## src/rtl/wshb_arb_pkg.sv

```systemverilog
// Shared definitions for the Wishbone SDRAM-port arbiter.
package wshb_arb_pkg;

  // Default configuration: two masters, grant may be rotated after 64 acks.
  localparam int DEF_NB_MASTERS = 2;
  localparam int DEF_MAX_ACKS   = 64;

  // IDLE: nobody owns the slave (gnt == 0). OWN: exactly one grant bit set.
  typedef enum logic {
    IDLE = 1'b0,
    OWN  = 1'b1
  } arb_state_e;

endpackage

```

## src/rtl/wshb_arbiter_if.sv

```systemverilog
// Arbitration handshake bundle between the masters' side and the arbiter.
interface wshb_arbiter_if
  import wshb_arb_pkg::*;
#(
  parameter int NB_MASTERS = DEF_NB_MASTERS
);

  localparam int IDX_W = $clog2(NB_MASTERS);

  logic [NB_MASTERS-1:0] req;        // cyc of each master
  logic                  stb_gnt;    // stb of the granted master, after the mux
  logic                  ack_s;      // slave ack | err | rty
  logic [NB_MASTERS-1:0] gnt;        // one-hot grant, external mux select
  logic [IDX_W-1:0]      gnt_idx;    // binary index of the granted master
  logic                  gnt_valid;  // high exactly when gnt != 0
  logic                  preempt;    // one-cycle pulse on forced rotation

  // Requesting side: masters and slave response.
  modport master (
    output req, stb_gnt, ack_s,
    input  gnt, gnt_idx, gnt_valid, preempt
  );

  // Arbiter side.
  modport slave (
    input  req, stb_gnt, ack_s,
    output gnt, gnt_idx, gnt_valid, preempt
  );

endinterface

```

## src/rtl/wshb_arbiter_rr_pick.sv

```systemverilog
// Round-robin priority picker: first set req bit strictly after last_idx,
// searching upward and wrapping modulo N. Purely combinational.
module rr_pick #(
  parameter int N     = 2,
  parameter int IDX_W = $clog2(N)
) (
  input  logic [N-1:0]     req,
  input  logic [IDX_W-1:0] last_idx,
  output logic             valid,
  output logic [IDX_W-1:0] idx
);

  // Scan the N candidates in rotated order; the first hit wins.
  always_comb begin
    int               c;
    logic [IDX_W-1:0] ci;
    // NOTE: every output and temporary gets a default before the loop so no
    // path through this block leaves a value held, which would infer a latch.
    valid = 1'b0;
    idx   = '0;
    c     = 0;
    ci    = '0;
    for (int k = 1; k <= N; k++) begin
      // NOTE: blocking assignments here are intentional: each iteration must
      // see the valid/idx values written by the previous iteration.
      c = int'(last_idx) + k;
      if (c >= N) c = c - N;
      ci = IDX_W'(c);
      if (!valid && req[ci]) begin
        valid = 1'b1;
        idx   = ci;
      end
    end
  end

endmodule

```

## src/rtl/wshb_arbiter.sv

```systemverilog
// Wishbone arbiter for a shared SDRAM slave: round-robin grant among
// NB_MASTERS, held per owner until it drops cyc, with ack-count based
// preemption when others are waiting. The bus mux itself lives outside.
module wshb_arbiter
  import wshb_arb_pkg::*;
#(
  parameter int NB_MASTERS = DEF_NB_MASTERS,
  parameter int MAX_ACKS   = DEF_MAX_ACKS
) (
  input logic           clk,
  input logic           rst,
  wshb_arbiter_if.slave bus
);

  localparam int IDX_W = $clog2(NB_MASTERS);
  localparam int CNT_W = $clog2(MAX_ACKS + 1);

  localparam logic [CNT_W-1:0] CNT_MAX   = CNT_W'(MAX_ACKS);
  localparam logic [CNT_W:0]   QUOTA     = (CNT_W + 1)'(MAX_ACKS);
  localparam logic [IDX_W-1:0] LAST_INIT = IDX_W'(NB_MASTERS - 1);

  arb_state_e            state;
  logic [IDX_W-1:0]      last_idx;
  logic [CNT_W-1:0]      ack_cnt;
  logic [NB_MASTERS-1:0] gnt_q;
  logic [IDX_W-1:0]      gnt_idx_q;
  logic                  gnt_valid_q;
  logic                  preempt_q;

  logic                  pick_valid;
  logic [IDX_W-1:0]      pick_idx;
  logic [NB_MASTERS-1:0] pick_onehot;
  logic                  own_req;
  logic                  others_waiting;
  logic                  quota_hit;
  logic [CNT_W:0]        cnt_plus1;
  logic [CNT_W-1:0]      cnt_next;

  // stb_gnt is carried for observability only: preemption is restricted to
  // ack cycles, which by itself guarantees a pending strobe is never cut.
  logic unused_stb;
  assign unused_stb = bus.stb_gnt;

  rr_pick #(
    .N     (NB_MASTERS),
    .IDX_W (IDX_W)
  ) u_pick (
    .req      (bus.req),
    .last_idx (last_idx),
    .valid    (pick_valid),
    .idx      (pick_idx)
  );

  // Ownership bookkeeping: owner still requesting, rivals, ack quota reached.
  always_comb begin
    pick_onehot           = '0;
    pick_onehot[pick_idx] = 1'b1;
    own_req               = bus.req[gnt_idx_q];
    others_waiting        = |(bus.req & ~gnt_q);
    // One extra bit so ack_cnt + 1 cannot wrap when the counter is full.
    cnt_plus1             = {1'b0, ack_cnt} + (CNT_W + 1)'(1);
    quota_hit             = (cnt_plus1 >= QUOTA);
    cnt_next              = (ack_cnt == CNT_MAX) ? ack_cnt : cnt_plus1[CNT_W-1:0];
  end

  // Arbitration FSM with registered grant outputs.
  always_ff @(posedge clk or posedge rst) begin
    if (rst) begin
      state       <= IDLE;
      last_idx    <= LAST_INIT;
      ack_cnt     <= '0;
      gnt_q       <= '0;
      gnt_idx_q   <= '0;
      gnt_valid_q <= 1'b0;
      preempt_q   <= 1'b0;
    end else begin
      // NOTE: state registers use non-blocking assignments so every flop
      // updates from the same pre-edge values, regardless of statement order.
      preempt_q <= 1'b0;
      unique case (state)
        IDLE: begin
          // At least one cycle is always spent here, so gnt is 0 between owners.
          if (pick_valid) begin
            state       <= OWN;
            gnt_q       <= pick_onehot;
            gnt_idx_q   <= pick_idx;
            gnt_valid_q <= 1'b1;
            last_idx    <= pick_idx;
            ack_cnt     <= '0;
          end
        end
        OWN: begin
          if (!own_req) begin
            // Normal release; wins over preemption on a simultaneous ack.
            state       <= IDLE;
            gnt_q       <= '0;
            gnt_idx_q   <= '0;
            gnt_valid_q <= 1'b0;
          end else if (bus.ack_s && quota_hit && others_waiting) begin
            // Forced rotation, only at a transfer boundary.
            state       <= IDLE;
            gnt_q       <= '0;
            gnt_idx_q   <= '0;
            gnt_valid_q <= 1'b0;
            preempt_q   <= 1'b1;
          end else if (bus.ack_s) begin
            ack_cnt     <= cnt_next;
          end
        end
        default: state <= IDLE;
      endcase
    end
  end

  assign bus.gnt       = gnt_q;
  assign bus.gnt_idx   = gnt_idx_q;
  assign bus.gnt_valid = gnt_valid_q;
  assign bus.preempt   = preempt_q;

endmodule

```

## src/flat_wrapper.sv

```systemverilog
// flat-port wrapper written by rule: the top's interface ports become plain ports
module wshb_arbiter_flat import wshb_arb_pkg::*;
#(
  parameter int NB_MASTERS = DEF_NB_MASTERS,
  parameter int MAX_ACKS   = DEF_MAX_ACKS
)
  (clk, rst, bus_req, bus_stb_gnt, bus_ack_s, bus_gnt, bus_gnt_idx, bus_gnt_valid, bus_preempt);
  wshb_arbiter_if #(.NB_MASTERS(NB_MASTERS)) bus_i ();
  input logic clk;
  input logic rst;
  input wire logic [$bits(bus_i.req)-1:0] bus_req;
  input wire logic [$bits(bus_i.stb_gnt)-1:0] bus_stb_gnt;
  input wire logic [$bits(bus_i.ack_s)-1:0] bus_ack_s;
  output wire logic [$bits(bus_i.gnt)-1:0] bus_gnt;
  output wire logic [$bits(bus_i.gnt_idx)-1:0] bus_gnt_idx;
  output wire logic [$bits(bus_i.gnt_valid)-1:0] bus_gnt_valid;
  output wire logic [$bits(bus_i.preempt)-1:0] bus_preempt;
  assign bus_i.req = bus_req;
  assign bus_i.stb_gnt = bus_stb_gnt;
  assign bus_i.ack_s = bus_ack_s;
  assign bus_gnt = bus_i.gnt;
  assign bus_gnt_idx = bus_i.gnt_idx;
  assign bus_gnt_valid = bus_i.gnt_valid;
  assign bus_preempt = bus_i.preempt;
  wshb_arbiter #(.NB_MASTERS(NB_MASTERS), .MAX_ACKS(MAX_ACKS)) u_core (.clk(clk), .rst(rst), .bus(bus_i));
endmodule
```

## config.mk

```make
export PLATFORM = sky130hd
export DESIGN_NAME = wshb_arbiter_flat
export DESIGN_NICKNAME = d
export VERILOG_FILES = /design/src/rtl/wshb_arb_pkg.sv /design/src/rtl/wshb_arbiter_if.sv /design/src/rtl/wshb_arbiter_rr_pick.sv /design/src/rtl/wshb_arbiter.sv /design/src/flat_wrapper.sv
export SDC_FILE = /design/constraint.sdc
export NUM_CORES = 1
export LEC_CHECK = 0
export ABC_CLOCK_PERIOD_IN_PS = 2430
export CORE_MARGIN = 2
export CORE_UTILIZATION = 40
export DETAILED_ROUTE_END_ITERATION = 16
export GPL_TIMING_DRIVEN = 0
export PLACE_DENSITY = 0.69
export SLEW_MARGIN = 20
export SYNTH_ARGS = -nofsm -noshare
export SYNTH_HDL_FRONTEND = slang
export SYNTH_SLANG_ARGS = --single-unit
```

## constraint.sdc

```tcl
create_clock -name clk -period 2.43 [get_ports clk]
set_input_delay 0.3645 -clock clk [delete_from_list [all_inputs] [get_ports clk]]
set_output_delay 0.3645 -clock clk [all_outputs]
set_load 0.01 [all_outputs]
```

### Word-level counts from Yosys, hierarchy flattened

Index checks and enable logic that the tools add are counted.

* $add $sub $neg: 5
* multiply operators: 0
* div/mod/pow operators: 0
* order comparisons: 8
* equal/unequal tests: 7
* shift-type cells: 0
* mux-type cells: 37
* bitwise gates (word level): 3
* reductions and logical operators: 9

Operator list (count)
* 7-bit two-way mux: 5
* 1-bit two-way mux: 23
* 7-bit case mux with 2 select lines: 1
* 7-bit by 1-bit adder with 8-bit output (second input constant): 1
* 8-bit by 7-bit >= comparator with 1-bit output (second input constant): 1
* 1-bit by 2-bit < comparator with 1-bit output (second input constant): 4
* 2-bit inequality test (second input constant): 4
* 7-bit equality test (second input constant): 1
* 2-bit two-way mux: 3
* 1-bit case mux with 2 select lines: 3
* 5-bit AND reduction: 1
* 1-bit logical AND: 4
* 2-bit case mux with 2 select lines: 1
* 2-bit AND reduction: 2
* 1-bit by 2-bit adder with 3-bit output (second input constant): 1
* 3-bit by 2-bit >= comparator with 1-bit output (second input constant): 1
* 3-bit inequality test (second input constant): 1
* 1-bit by 1-bit adder with 2-bit output (second input constant): 1
* 2-bit bitwise AND: 1
* 2-bit >= comparator (second input constant): 1
* 2-bit by 1-bit inequality test with 1-bit output (second input constant): 1
* 2-bit inverter: 1
* 2-bit OR reduction: 1
* 1-bit subtractor (second input constant): 2
* other kinds (4): 4

* register bits: 14
* latch bits: 0
* memory bits (writable): 0
* ROM bits: 0
* input bits: 6
* output and inout port bits: 5
* word-level logic and storage cells: 76
* memories kept: 0

### Depth between registers and ports, before layout

* depth in word-level cells: 15
* mapped depth: 7
* mapped depth without buffers: 6

### Modules after synthesis

Synthesis repeated with hierarchy kept, for this count alone.

* cells, all modules: 75
* area, all modules: 705.7 µm²

Modules (own cells, without submodules)
* wshb_arbiter: times used 1, cells each 73, area each 691.9 µm², sequential area each 326.6 µm²
* rr_pick: times used 1, cells each 2, area each 13.8 µm², sequential area each 0.0 µm²

### Least setup slack after synthesis

Ideal clock, no wire load.

* kind: flip-flop to flip-flop
* from: register u_core.ack_cnt[0]
* to: register u_core.ack_cnt[4]
* library setup time: 0.077 ns
* arrival: 1.807 ns
* required time: 2.353 ns
* slack: 0.545 ns
* cell stages (with the launch flop): 8
* buffers on the path: 1
* clock period less this slack: 1.885 ns
* cells stage by stage: dfrtp_1 ha_1 nand3_2 nor4_1 and3b_1 buf_2 or4_1 a21oi_1

* cells in the longest elaborated chain, start to end: 6
* elaborated cells on any way between the ends: 13
* those cells by class: add/sub: 1; order compare: 1; eq/ne: 3; mux: 5; reduce/logical: 3

RTL lines
* start, declared: line wshb_arbiter.sv:24 `logic [CNT_W-1:0] ack_cnt;`
* start signal, assigned: line wshb_arbiter.sv:107 `ack_cnt <= cnt_next;`
* 7-bit by 1-bit adder with 8-bit output: line wshb_arbiter.sv:61 `cnt_plus1 = {1'b0, ack_cnt} + (CNT_W + 1)'(1);`
* 8-bit by 7-bit >= comparator with 1-bit output or 7-bit two-way mux (tied branches): line wshb_arbiter.sv:62, wshb_arbiter.sv:63
* 1-bit logical AND or 7-bit two-way mux (tied branches): line wshb_arbiter.sv:99, wshb_arbiter.sv:106
* 1-bit logical AND or 7-bit two-way mux (tied branches): line wshb_arbiter.sv:99 `end else if (bus.ack_s && quota_hit && others_waiting) begin`
* 2-bit inequality test (no source line) or 7-bit two-way mux (tied branches)
* 5-bit AND reduction (no source line) or 7-bit case mux with 2 select lines (tied branches)

Several ways; a longest one is shown, not always the timed one. The select of a mux whose other input is x is not followed.
A chain may end at the register's enable or synchronous reset.

### Worst setup path after layout

Ends and elaborated chain as after synthesis.

==> key figures <==
Final layout
  – Final non-filler cell total: 115
  – Fillers: approximately 170
  – ANT cells: 0
  – Final nets: around 100
  – Area delta synth->final: 20.10%
  – Total area of sequential cells: 326.6 um^2
  – Multi-input gate area: 365.4 um^2
  – Share of layout cells above drive strength 1: 10.00%

Clock tree
  – # Post-CTS Setup Buffers: 0
  – CTS tree: built
  – Clock-pin slew on the worst setup and hold paths: 0.08 ns
  – Hold_buf cts: 0
  – Clock tree sinks: 13
  – TritonCTS Buffers: 3
  – CTS max path bufs: 2
  – H-tree lvl count: 1
  – Root buffer cell: clkbuf_4
  – # resized after CTS: 0
  – Later-pin clock latency in the skew report: 0.27 ns

Setup path
  – Worst Path Required: 2.64 ns
  – CP Launch Type: register
  – Crit-path max FO: 9
  – R2r endpoint: u_core.ack_cnt[4]
  – Worst setup path endpoint: u_core.ack_cnt[4]
  – WS Path Type: register to register
  – Crit Reg-Reg Startpoint: u_core.ack_cnt[0]
  – Worst setup EP type: register
  – Worst Reg-to-Reg Cells: 7
  – R2R Setup Slk: approximately 0.38 ns
  – Critical path arrival: 2.25 ns
  – Worst setup path start: u_core.ack_cnt[0]

Logic synthesis
  – Commonest cells in the netlist: dfrtp_1, inv_1, nand2_1
  – Sequential area share after synthesis: between 40% and 50%
  – Count leader, synth: dfrtp_1
  – Main combinational cell family by area after synthesis: simple AND/OR/NAND/NOR gates
  – Async S/R FF share, synth: 100.0%
  – Synth unique cells: 35
  – Cell Area, Synth: about 730 um^2
  – Yosys warns: 0
  – Synth Area in Simple Gates: 21.12%
  – Post-Synth XOR/XNOR Area: 0%
  – Top cells by area, synth: dfrtp_1, inv_1, o31ai_1
  – Area leader, netlist: dfrtp_1
  – Syn Inst Count: 77
  – Adder-cell area share of the yosys netlist: 3.407%
  – Synth Net Count: 85
  – Mux share of post-synthesis cell area: 4.259%
  – Synth Register Bits: 13
  – Synth top area share: 40.89%
  – Compound-Gate Fraction of Synth Area: 20.95%
  – Primary FF master, synth: dfrtp_1
  – Post-synth EDFFs: 0
  – Mean Syn Cell Area: 9.538 um^2

STA
  – Final Critical Period: 2.049 ns
  – Maximum clock frequency: 0.4881 GHz
  – Slew Viols, Final: 0
  – Final period util: 84.31%
  – Final hold vios: 0
  – Setup_tns: 0 ns
  – Final setup fails: 0
  – Worst Tran Pin Value: 0.5414 ns
  – RSZ-0062 raised after global routing: false
  – Setup Skew: 0.004317 ns
  – Relative slew slack: around 64%

Die
  – Die area: 0.002195 mm^2
  – # rows: 15
  – Core area: 0.001727 mm^2
  – Initial Util: 42.54%
  – Chip Height: 46.85 um
  – Boundary Pins: 11
  – Die W: 46.85 um

GRT
  – Initial antenna violation count: 0
  – Most Crowded Layer GR: met2
  – Grt ovf: 0
  – Met3 Usage GRT: 3.846%
  – GRT Overall Usage: 15.23%
  – Largest net degree at the start of global routing: 14
  – First-pass GRT wire length: 2.270 mm
  – Number of global-route vias before repair: 527
  – Met2 usage: 22.19%
  – Routing usage on met1: 20.67%

Routing
  – Routed WL: 1.456 mm
  – Vias: 615
  – Routed len/inst: 12.66 um
  – DR iter-0 viols: 13
  – Avg Vias per Cell: between 5 and 6
  – TritonRoute pass-1 iters: 4
  – Post-route DRC violation count: 0
  – Post-route ant nets: 0

Placement
  – HPWL after detailed placement: 1.079 mm
  – # port buffers: 9
  – Placed cells: 111
  – Final Wtd Congestion: 0.7717

Power
  – P per Cell Area: 888.6 mW/mm^2
  – Leakage: ~0.37 nW
  – Switching Power: 0.2808 mW
  – Sw Ratio: 35.83%
  – Comb pwr share: 39.1%
  – Clock Power Share: 17.4%
  – Sequential Power Share: 43.5%
  – Cell-internal power: 0.5030 mW
  – Peak VDD IR: between 0.0005 and 0.0006 V

Worst hold path
  – Worst Hold Class: primary input to asynchronous set/reset pin

Job
  – Max-Cap Viols: 0

Status
  – Status: completed
==> worst max-delay path: stages (launching register included) <==
cell	delay (ns)
dfrtp_1	0.41
ha_1	0.21
nand3_2	0.13
nor4_1	0.27
and3b_1	0.20
buf_2	0.16
or4_1	0.46
a21oi_1	0.15
==> worst min path at each step <==
| stage | startpoint | endpoint | slack (ns) |
|---|---|---|---|
| after floorplan | rst | u_core.ack_cnt[0] | 0.24 |
| after global placement | u_core.last_idx | u_core.last_idx | 0.52 |
| after detailed placement | u_core.last_idx | u_core.last_idx | 0.54 |
| after CTS | rst | u_core.ack_cnt[1] | 0.41 |
| after global routing | rst | u_core.ack_cnt[1] | 0.46 |
| final | rst | u_core.ack_cnt[6] | 0.40 |
==> logic make-up after synthesis <==
family,count (synthesis)
buffers and inverters,10
AO/OA/AOI/OAI,22
adder cells (fa/ha/maj),2
multiplexers,3
AND/OR/NAND/NOR,27
flip-flops,13
==> flip-flops by register name, indices dropped and copies added, names as in the netlist <==
name,flops
u_core.state,1
u_core.bus.gnt,2
u_core.ack_cnt,7
u_core.bus.gnt_valid,1
u_core.last_idx,1
u_core.bus.preempt,1
==> area by class of cell <==
type                            instances  share of cell area (%)
Buffer                                  2                   1.418
Clock buffer                            4                   2.979
Inverter                                8                   3.404
Multi-Input combinational cell         54                   41.42
Sequential cell                        13                   37.02
Tap cell                               25                   3.546
Timing Repair Buffer                    9                   10.21
==> power groups by stage <==
stage          Clock [mW]  Combinational, mW  Sequential (mW)
2_1_floorplan           0              0.184            0.344
3_3_place_gp            0              0.301            0.340
3_5_place_dp            0              0.304            0.345
4_1_cts             0.141              0.310            0.341
5_1_grt             0.152              0.342            0.349
6_report            0.136              0.307            0.341
==> routing by layer <==
metal	vias up	routed length, um	share of wire (%)
li1	306	-	-
met1	295	736	51
met2	10	665	46
met3	4	21	1.4
met4	0	33	2.3
met5	-	0	0
==> per-stage QoR <==
step | power [mW] | worst slack, ns | utilization, % | hold slack, ns | area, um^2
6_report | 0.7838 | 0.3812 | 51.09 | 0.4048 | 882.1
5_1_grt | 0.8430 | 0.1713 | 51.09 | 0.4552 | 882.1
4_1_cts | 0.7915 | 0.3802 | 51.09 | 0.4142 | 882.1
3_5_place_dp | 0.6485 | 0.2501 | 49.57 | 0.5354 | 855.8
3_3_place_gp | 0.6406 | 0.2645 | 49.57 | 0.5151 | 855.8
2_1_floorplan | 0.5277 | 0.5453 | - | 0.2407 | 734.5
==> placed cells by master, fill, tap and decap left out, types with 2 or more instances in the layout <==
cell / instances
o31ai_1: 4
inv_1: 8
nand2_1: 6
dfrtp_1: 12
nor2_1: 4
and3_1: 2
ha_1: 2
mux2i_1: 2
or4_1: 2
o21ai_0: 4
clkbuf_4: 3
clkdlybuf4s50_1: 9
a21oi_1: 4
and2_1: 2
nand2b_1: 2
nand3_1: 2
Power figures use the tool's default switching activity.
